File: config.mk
export PLATFORM = sky130hd
export DESIGN_NAME = idct_scale_arb_flat
export DESIGN_NICKNAME = d
export VERILOG_FILES = /design/src/rtl/idct_scale_arb_if.sv /design/src/rtl/idct_scale_arb.sv /design/src/flat_wrapper.sv
export SDC_FILE = /design/constraint.sdc
export NUM_CORES = 1
export LEC_CHECK = 0
export ABC_AREA = 0
export BUFFER_PORTS_ARGS = -buffer_cell sky130_fd_sc_hd__buf_2
export CORE_AREA = 5 5 113 115
export CTS_BUF_LIST = sky130_fd_sc_hd__clkbuf_2 sky130_fd_sc_hd__clkbuf_4 sky130_fd_sc_hd__clkbuf_8
export CTS_CLUSTER_SIZE = 16
export DETAILED_ROUTE_END_ITERATION = 16
export DIE_AREA = 0 0 118 120
export PLACE_DENSITY = 0.55
export REMOVE_ABC_BUFFERS = 1
export SETUP_SLACK_MARGIN = 0.2
export SLEW_MARGIN = 20
export SYNTH_ARGS = -nofsm -noshare
export SYNTH_HDL_FRONTEND = slang
export SYNTH_SLANG_ARGS = --single-unit
File: constraint.sdc
create_clock -name clk -period 3.1 [get_ports clk]
set_clock_uncertainty 0.15 [all_clocks]
set_input_delay 0.62 -clock clk [delete_from_list [all_inputs] [get_ports clk]]
set_output_delay 0.62 -clock clk [all_outputs]
set_load 0.01 [all_outputs]
File: src/rtl/idct_scale_arb_if.sv
// Frame stream bus: valid/ready handshake with sop/eop framing and a complex sample.
interface idct_scale_arb_if #(
  parameter int wData = 42
);
  logic             valid;
  logic             ready;
  logic             sop;
  logic             eop;
  logic [wData-1:0] data_real;
  logic [wData-1:0] data_imag;

  modport master (output valid, sop, eop, data_real, data_imag, input ready);
  modport slave  (input valid, sop, eop, data_real, data_imag, output ready);
endinterface

File: src/rtl/idct_scale_arb.sv
// Frame-level round-robin arbiter of two IDCT channels onto one scaling stage.
// Optional per-channel overflow counters are built when IDCT_SCALE_ARB_OVF_CNT_EN is defined.
module idct_scale_arb #(
  parameter int wData = 42,
  parameter int wCnt  = 16
) (
  input  logic             clk,
  input  logic             rst_n,
  idct_scale_arb_if.slave  sink0,
  idct_scale_arb_if.slave  sink1,
  idct_scale_arb_if.master src,
  output logic             src_chan,
  input  logic             ovf_in,
  input  logic             ovf_clr,
  output logic [wCnt-1:0]  ovf_cnt0,
  output logic [wCnt-1:0]  ovf_cnt1,
  output logic             drop_err
);

  typedef enum logic [1:0] {IDLE, GRANT0, GRANT1} state_t;

  state_t state, state_nxt;
  logic   last_grant, last_grant_nxt;
  logic   drop_nxt;
  logic   cand0, cand1, orphan0, orphan1;

  assign cand0   = sink0.valid & sink0.sop;
  assign cand1   = sink1.valid & sink1.sop;
  assign orphan0 = sink0.valid & ~sink0.sop;
  assign orphan1 = sink1.valid & ~sink1.sop;

  always_ff @(posedge clk or negedge rst_n) begin
    if (!rst_n) begin
      state      <= IDLE;
      last_grant <= 1'b1;
      drop_err   <= 1'b0;
    end else begin
      state      <= state_nxt;
      last_grant <= last_grant_nxt;
      drop_err   <= drop_nxt;
    end
  end

  // Frames are only granted on a sop beat; anything else seen while idle is a frame tail and is dropped.
  always_comb begin
    state_nxt      = state;
    last_grant_nxt = last_grant;
    drop_nxt       = drop_err;
    src.valid      = 1'b0;
    src.sop        = 1'b0;
    src.eop        = 1'b0;
    src.data_real  = {wData{1'b0}};
    src.data_imag  = {wData{1'b0}};
    src_chan       = 1'b0;
    sink0.ready    = 1'b0;
    sink1.ready    = 1'b0;
    case (state)
      IDLE: begin
        sink0.ready = orphan0;
        sink1.ready = orphan1;
        if (orphan0 | orphan1) drop_nxt = 1'b1;
        if (cand0 && (!cand1 || last_grant)) begin
          state_nxt      = GRANT0;
          last_grant_nxt = 1'b0;
        end else if (cand1) begin
          state_nxt      = GRANT1;
          last_grant_nxt = 1'b1;
        end
      end
      GRANT0: begin
        src.valid     = sink0.valid;
        src.sop       = sink0.sop;
        src.eop       = sink0.eop;
        src.data_real = sink0.data_real;
        src.data_imag = sink0.data_imag;
        src_chan      = 1'b0;
        sink0.ready   = src.ready;
        if (sink0.valid && src.ready && sink0.eop) state_nxt = IDLE;
      end
      GRANT1: begin
        src.valid     = sink1.valid;
        src.sop       = sink1.sop;
        src.eop       = sink1.eop;
        src.data_real = sink1.data_real;
        src.data_imag = sink1.data_imag;
        src_chan      = 1'b1;
        sink1.ready   = src.ready;
        if (sink1.valid && src.ready && sink1.eop) state_nxt = IDLE;
      end
      default: state_nxt = IDLE;
    endcase
  end

`ifdef IDCT_SCALE_ARB_OVF_CNT_EN
  logic chan_d1, xfer_d1;

  always_ff @(posedge clk or negedge rst_n) begin
    if (!rst_n) begin
      chan_d1 <= 1'b0;
      xfer_d1 <= 1'b0;
    end else begin
      chan_d1 <= src_chan;
      xfer_d1 <= src.valid & src.ready;
    end
  end

  // The overflow flag lags its beat by one cycle, so it is charged to the channel of the previous transfer.
  always_ff @(posedge clk or negedge rst_n) begin
    if (!rst_n) begin
      ovf_cnt0 <= {wCnt{1'b0}};
      ovf_cnt1 <= {wCnt{1'b0}};
    end else if (ovf_clr) begin
      ovf_cnt0 <= {wCnt{1'b0}};
      ovf_cnt1 <= {wCnt{1'b0}};
    end else if (ovf_in && xfer_d1) begin
      if (!chan_d1 && !(&ovf_cnt0)) ovf_cnt0 <= ovf_cnt0 + {{(wCnt-1){1'b0}}, 1'b1};
      if (chan_d1 && !(&ovf_cnt1))  ovf_cnt1 <= ovf_cnt1 + {{(wCnt-1){1'b0}}, 1'b1};
    end
  end
`else
  logic unused_ovf;

  assign unused_ovf = ovf_in ^ ovf_clr;
  assign ovf_cnt0   = {wCnt{1'b0}};
  assign ovf_cnt1   = {wCnt{1'b0}};
`endif

endmodule

File: src/flat_wrapper.sv
// flat-port wrapper written by rule: the top's interface ports become plain ports
module idct_scale_arb_flat 
#(
  parameter int wData = 42,
  parameter int wCnt  = 16
)
  (clk, rst_n, src_chan, ovf_in, ovf_clr, ovf_cnt0, ovf_cnt1, drop_err, sink0_valid, sink0_sop, sink0_eop, sink0_data_real, sink0_data_imag, sink0_ready, sink1_valid, sink1_sop, sink1_eop, sink1_data_real, sink1_data_imag, sink1_ready, src_valid, src_sop, src_eop, src_data_real, src_data_imag, src_ready);
  idct_scale_arb_if #(.wData(wData)) sink0_i ();
  idct_scale_arb_if #(.wData(wData)) sink1_i ();
  idct_scale_arb_if #(.wData(wData)) src_i ();
  input  logic clk;
  input  logic rst_n;
  output logic src_chan;
  input  logic ovf_in;
  input  logic ovf_clr;
  output logic [wCnt-1:0] ovf_cnt0;
  output logic [wCnt-1:0] ovf_cnt1;
  output logic drop_err;
  input wire logic [$bits(sink0_i.valid)-1:0] sink0_valid;
  input wire logic [$bits(sink0_i.sop)-1:0] sink0_sop;
  input wire logic [$bits(sink0_i.eop)-1:0] sink0_eop;
  input wire logic [$bits(sink0_i.data_real)-1:0] sink0_data_real;
  input wire logic [$bits(sink0_i.data_imag)-1:0] sink0_data_imag;
  output wire logic [$bits(sink0_i.ready)-1:0] sink0_ready;
  input wire logic [$bits(sink1_i.valid)-1:0] sink1_valid;
  input wire logic [$bits(sink1_i.sop)-1:0] sink1_sop;
  input wire logic [$bits(sink1_i.eop)-1:0] sink1_eop;
  input wire logic [$bits(sink1_i.data_real)-1:0] sink1_data_real;
  input wire logic [$bits(sink1_i.data_imag)-1:0] sink1_data_imag;
  output wire logic [$bits(sink1_i.ready)-1:0] sink1_ready;
  output wire logic [$bits(src_i.valid)-1:0] src_valid;
  output wire logic [$bits(src_i.sop)-1:0] src_sop;
  output wire logic [$bits(src_i.eop)-1:0] src_eop;
  output wire logic [$bits(src_i.data_real)-1:0] src_data_real;
  output wire logic [$bits(src_i.data_imag)-1:0] src_data_imag;
  input wire logic [$bits(src_i.ready)-1:0] src_ready;
  assign sink0_i.valid = sink0_valid;
  assign sink0_i.sop = sink0_sop;
  assign sink0_i.eop = sink0_eop;
  assign sink0_i.data_real = sink0_data_real;
  assign sink0_i.data_imag = sink0_data_imag;
  assign sink0_ready = sink0_i.ready;
  assign sink1_i.valid = sink1_valid;
  assign sink1_i.sop = sink1_sop;
  assign sink1_i.eop = sink1_eop;
  assign sink1_i.data_real = sink1_data_real;
  assign sink1_i.data_imag = sink1_data_imag;
  assign sink1_ready = sink1_i.ready;
  assign src_valid = src_i.valid;
  assign src_sop = src_i.sop;
  assign src_eop = src_i.eop;
  assign src_data_real = src_i.data_real;
  assign src_data_imag = src_i.data_imag;
  assign src_i.ready = src_ready;
  idct_scale_arb #(.wData(wData), .wCnt(wCnt)) u_core (.clk(clk), .rst_n(rst_n), .sink0(sink0_i), .sink1(sink1_i), .src(src_i), .src_chan(src_chan), .ovf_in(ovf_in), .ovf_clr(ovf_clr), .ovf_cnt0(ovf_cnt0), .ovf_cnt1(ovf_cnt1), .drop_err(drop_err));
endmodule
==> key figures <==
Status
  • Status: complete, no violations

Timing
  • Maximum clock rate: around 370 MHz
  • RSZ-0062 raised after global routing: false
  • Final Setup Violations: 0
  • Final Worst Setup Slack: 415.2 ps
  • Final Max Slew Viols: 0
  • Fin crit period: ~2700 ps
  • Final period util: between 80% and 90%
  • Final hold viol count: 0

Place
  • Post-Place Setup Slack: around 630 ps
  • Input/output buffers: between 200 and 300
  • DP Cell Count: between 600 and 700
  • GPL Wtd Cong: 0.7976
  • DPL Wire Length: a little under 8000 um

Power
  • Int Pwr: roughly 0.98 mW
  • Peak supply drop: approximately 380 uV
  • Sw Share: 49.91%
  • Leakage power: 1.719 nW
  • NetSw: 0.9741 mW
  • Clk pwr share: 6.4%
  • Total power: between 1.5 and 2 mW
  • Combinational share of power: about nine tenths
  • PwrDens: ~590 mW/mm^2
  • Sequential share of power: roughly 4.5%

Clocking
  • CTS tree: built
  • Clock Latency Late Sink: approximately 220 ps
  • Sink Count: 4
  • Clock tree buffer depth: 2
  • Post-CTS setup buffers: 0
  • Hold buffers post-CTS: 0
  • CTS Root Cell: clkbuf_8
  • CTS resizes: 0
  • CTS Buf Count: 3
  • Clock slew at reported path FFs: approximately 40 ps
  • H-tree depth: 1

Worst setup path
  • Critical Path RT: approximately 2300 ps
  • Buf/Inv on CP: 3
  • Critical Setup Path Class: reg2out
  • Critical path cell sequence: inv_1, ha_4, buf_12, a22oi_1, nor2b_1, buf_2
  • Slowest CP cell: ha_4
  • CP Capture Type: output pin
  • Max FO, Critical Path: between 40 and 50
  • CP arrival: ~1900 ps
  • Slowest cell delay on critical path: 440 ps
  • Startpoint Class: flip-flop
  • Launch point of the worst path: u_core.state[0]$_DFFE_PN0P_
  • Kind of cell adding the most delay to the critical path: buffers and inverters
  • RR Startpoint: u_core.state[0]$_DFFE_PN0P_

Run
  • Max Cap Viol: 0

Route
  • Total wire length: ~9400 um
  • DR DRC count: 0
  • Vias: approximately 2900
  • WL per Instance: around 14 um
  • Post-DR vias/cell: approximately 4.4
  • Post-DRT Antenna Nets: 0
  • Initial DRC count: between 100 and 150
  • Drt first pass iters: 4

Yosys
  • Seq/Total Area, Yosys: 5.382%
  • Synth Flop Type: dfrtp_1
  • Post-synthesis cell count: ~270
  • Register bit total from synthesis: 4
  • Count of cell types in the netlist: 26
  • Syn Area/Cell: 7.079 um^2
  • Synth warnings: 0
  • Synth top area share: 35.08%
  • Post-synth ARST share: 100.0%
  • Top cells by area, synth: a22oi_1 (35%), nor2b_1 (30%), buf_4 (14%), buf_2 (4.3%), dfrtp_1 (4.0%)
  • Number of synthesized flops with an enable pin: 0
  • Synth area leader: a22oi_1
  • Post-synthesis cell area: about 0.0019 mm^2

Global routing
  • Initial antenna violation count: 0
  • Vias in the first global route: roughly 2700
  • GRT Util Overall: between 10% and 20%
  • Grt total ovfl: 0
  • Largest net degree at the start of global routing: 50
  • First-pass GRT wire length: about 14000 um

Finish
  • Nets@finish: 696
  • Share of cells above drive strength 1: 55.17%
  • ANT cells: 0
  • Fin cells: 660
  • Most frequent cells in the layout: buf_2 (267), nor2b_1 (89), a22oi_1 (88)
  • Most common cell after layout, fill and taps aside: buf_2
  • Area delta synth->final: 74.29%

Worst hold path
  • Worst Hold Class: in2async

Floorplanning
  • Die Area: 0.01416 mm^2
  • Die Width: about 120 um
  • Die height: around 120 um
  • Starting Density: ~16%
  • IO Pins: around 300
  • Row count: 40
  • Core Area: around 0.012 mm^2
[final cells by class]
type	count	area (um^2)
clock buffers	4	48.80
fillers	1309	8429
inverters	3	11.26
multi-input cells	229	1530
flip-flops and latches	4	101.3
well taps	147	183.9
repair buffers	273	1406
[cell usage after synthesis (all sizes together), types with 2 or more instances]
cell and number:
dfrtp 3, nor2b 89, clkbuf 10, buf 51, a22o 3, inv 3
ha 3, nand3 2, a22oi 88
[path summary, 6_finish.rpt]
check,cells after the start,slack (ps),to
max in group asynchronous,1,2540,u_core.last_grant$_DFFE_PN1P_
min in group clk,1,330,u_core.drop_err$_DFFE_PN0P_
worst max-delay path,6,420,src_data_imag[3]
worst min-delay path,1,50,u_core.drop_err$_DFFE_PN0P_
worst max register to register,5,1270,u_core.state[0]$_DFFE_PN0P_
worst min register to register,1,330,u_core.drop_err$_DFFE_PN0P_
[metrics by stage]
stage	hold slack (ps)	setup TNS (ps)	util (%)	area, um^2
2_1_floorplan	174.4	-26360	-	1615
3_3_place_gp	277.3	0	27.61	3233
3_5_place_dp	282.9	0	27.61	3233
4_1_cts	46.51	0	28.02	3282
5_1_grt	46.39	0	28.02	3282
6_report	50.80	0	28.02	3282
[state kept, by name, summed over array words and instances, names as in the netlist]
register / count
u_core.last_grant: 1
u_core.drop_err: 1
u_core.state: 2
[power groups by stage]
stage	combinational, mW	clock [mW]	sequential [mW]
floorplan	1.09	0	0.0804
detailed placement	1.76	0	0.0878
global route	1.90	0.138	0.0889
finish	1.74	0.126	0.0873
global placement	1.71	0	0.0877
CTS	1.76	0.130	0.0874
[routing by layer]
layer | up-vias | track usage, % | share of wire, % | routed length [um]
li1 | 1400 | - | - | -
met1 | 1361 | 13.24 | 38 | 3595
met2 | 159 | 21.04 | 52 | 4881
met3 | 10 | 2.592 | 8.2 | 768
met4 | 0 | 2.079 | 1.2 | 108
met5 | - | 0 | 0 | 0
[logic make-up (layout without fill, tap and decap cells)]
logic type               count (synthesis)  count (layout)  share of synthesized area, %
AO/OA/AOI/OAI                           98              98                         39.60
flip-flops                               4               4                         5.382
buffers and inverters                   64             280                         21.00
AND/OR/NAND/NOR                         96              96                         31.83
adder cells (fa/ha/maj)                  3               3                         1.994
other                                    1              32                        0.1991
(Power assumes the default switching activity.)
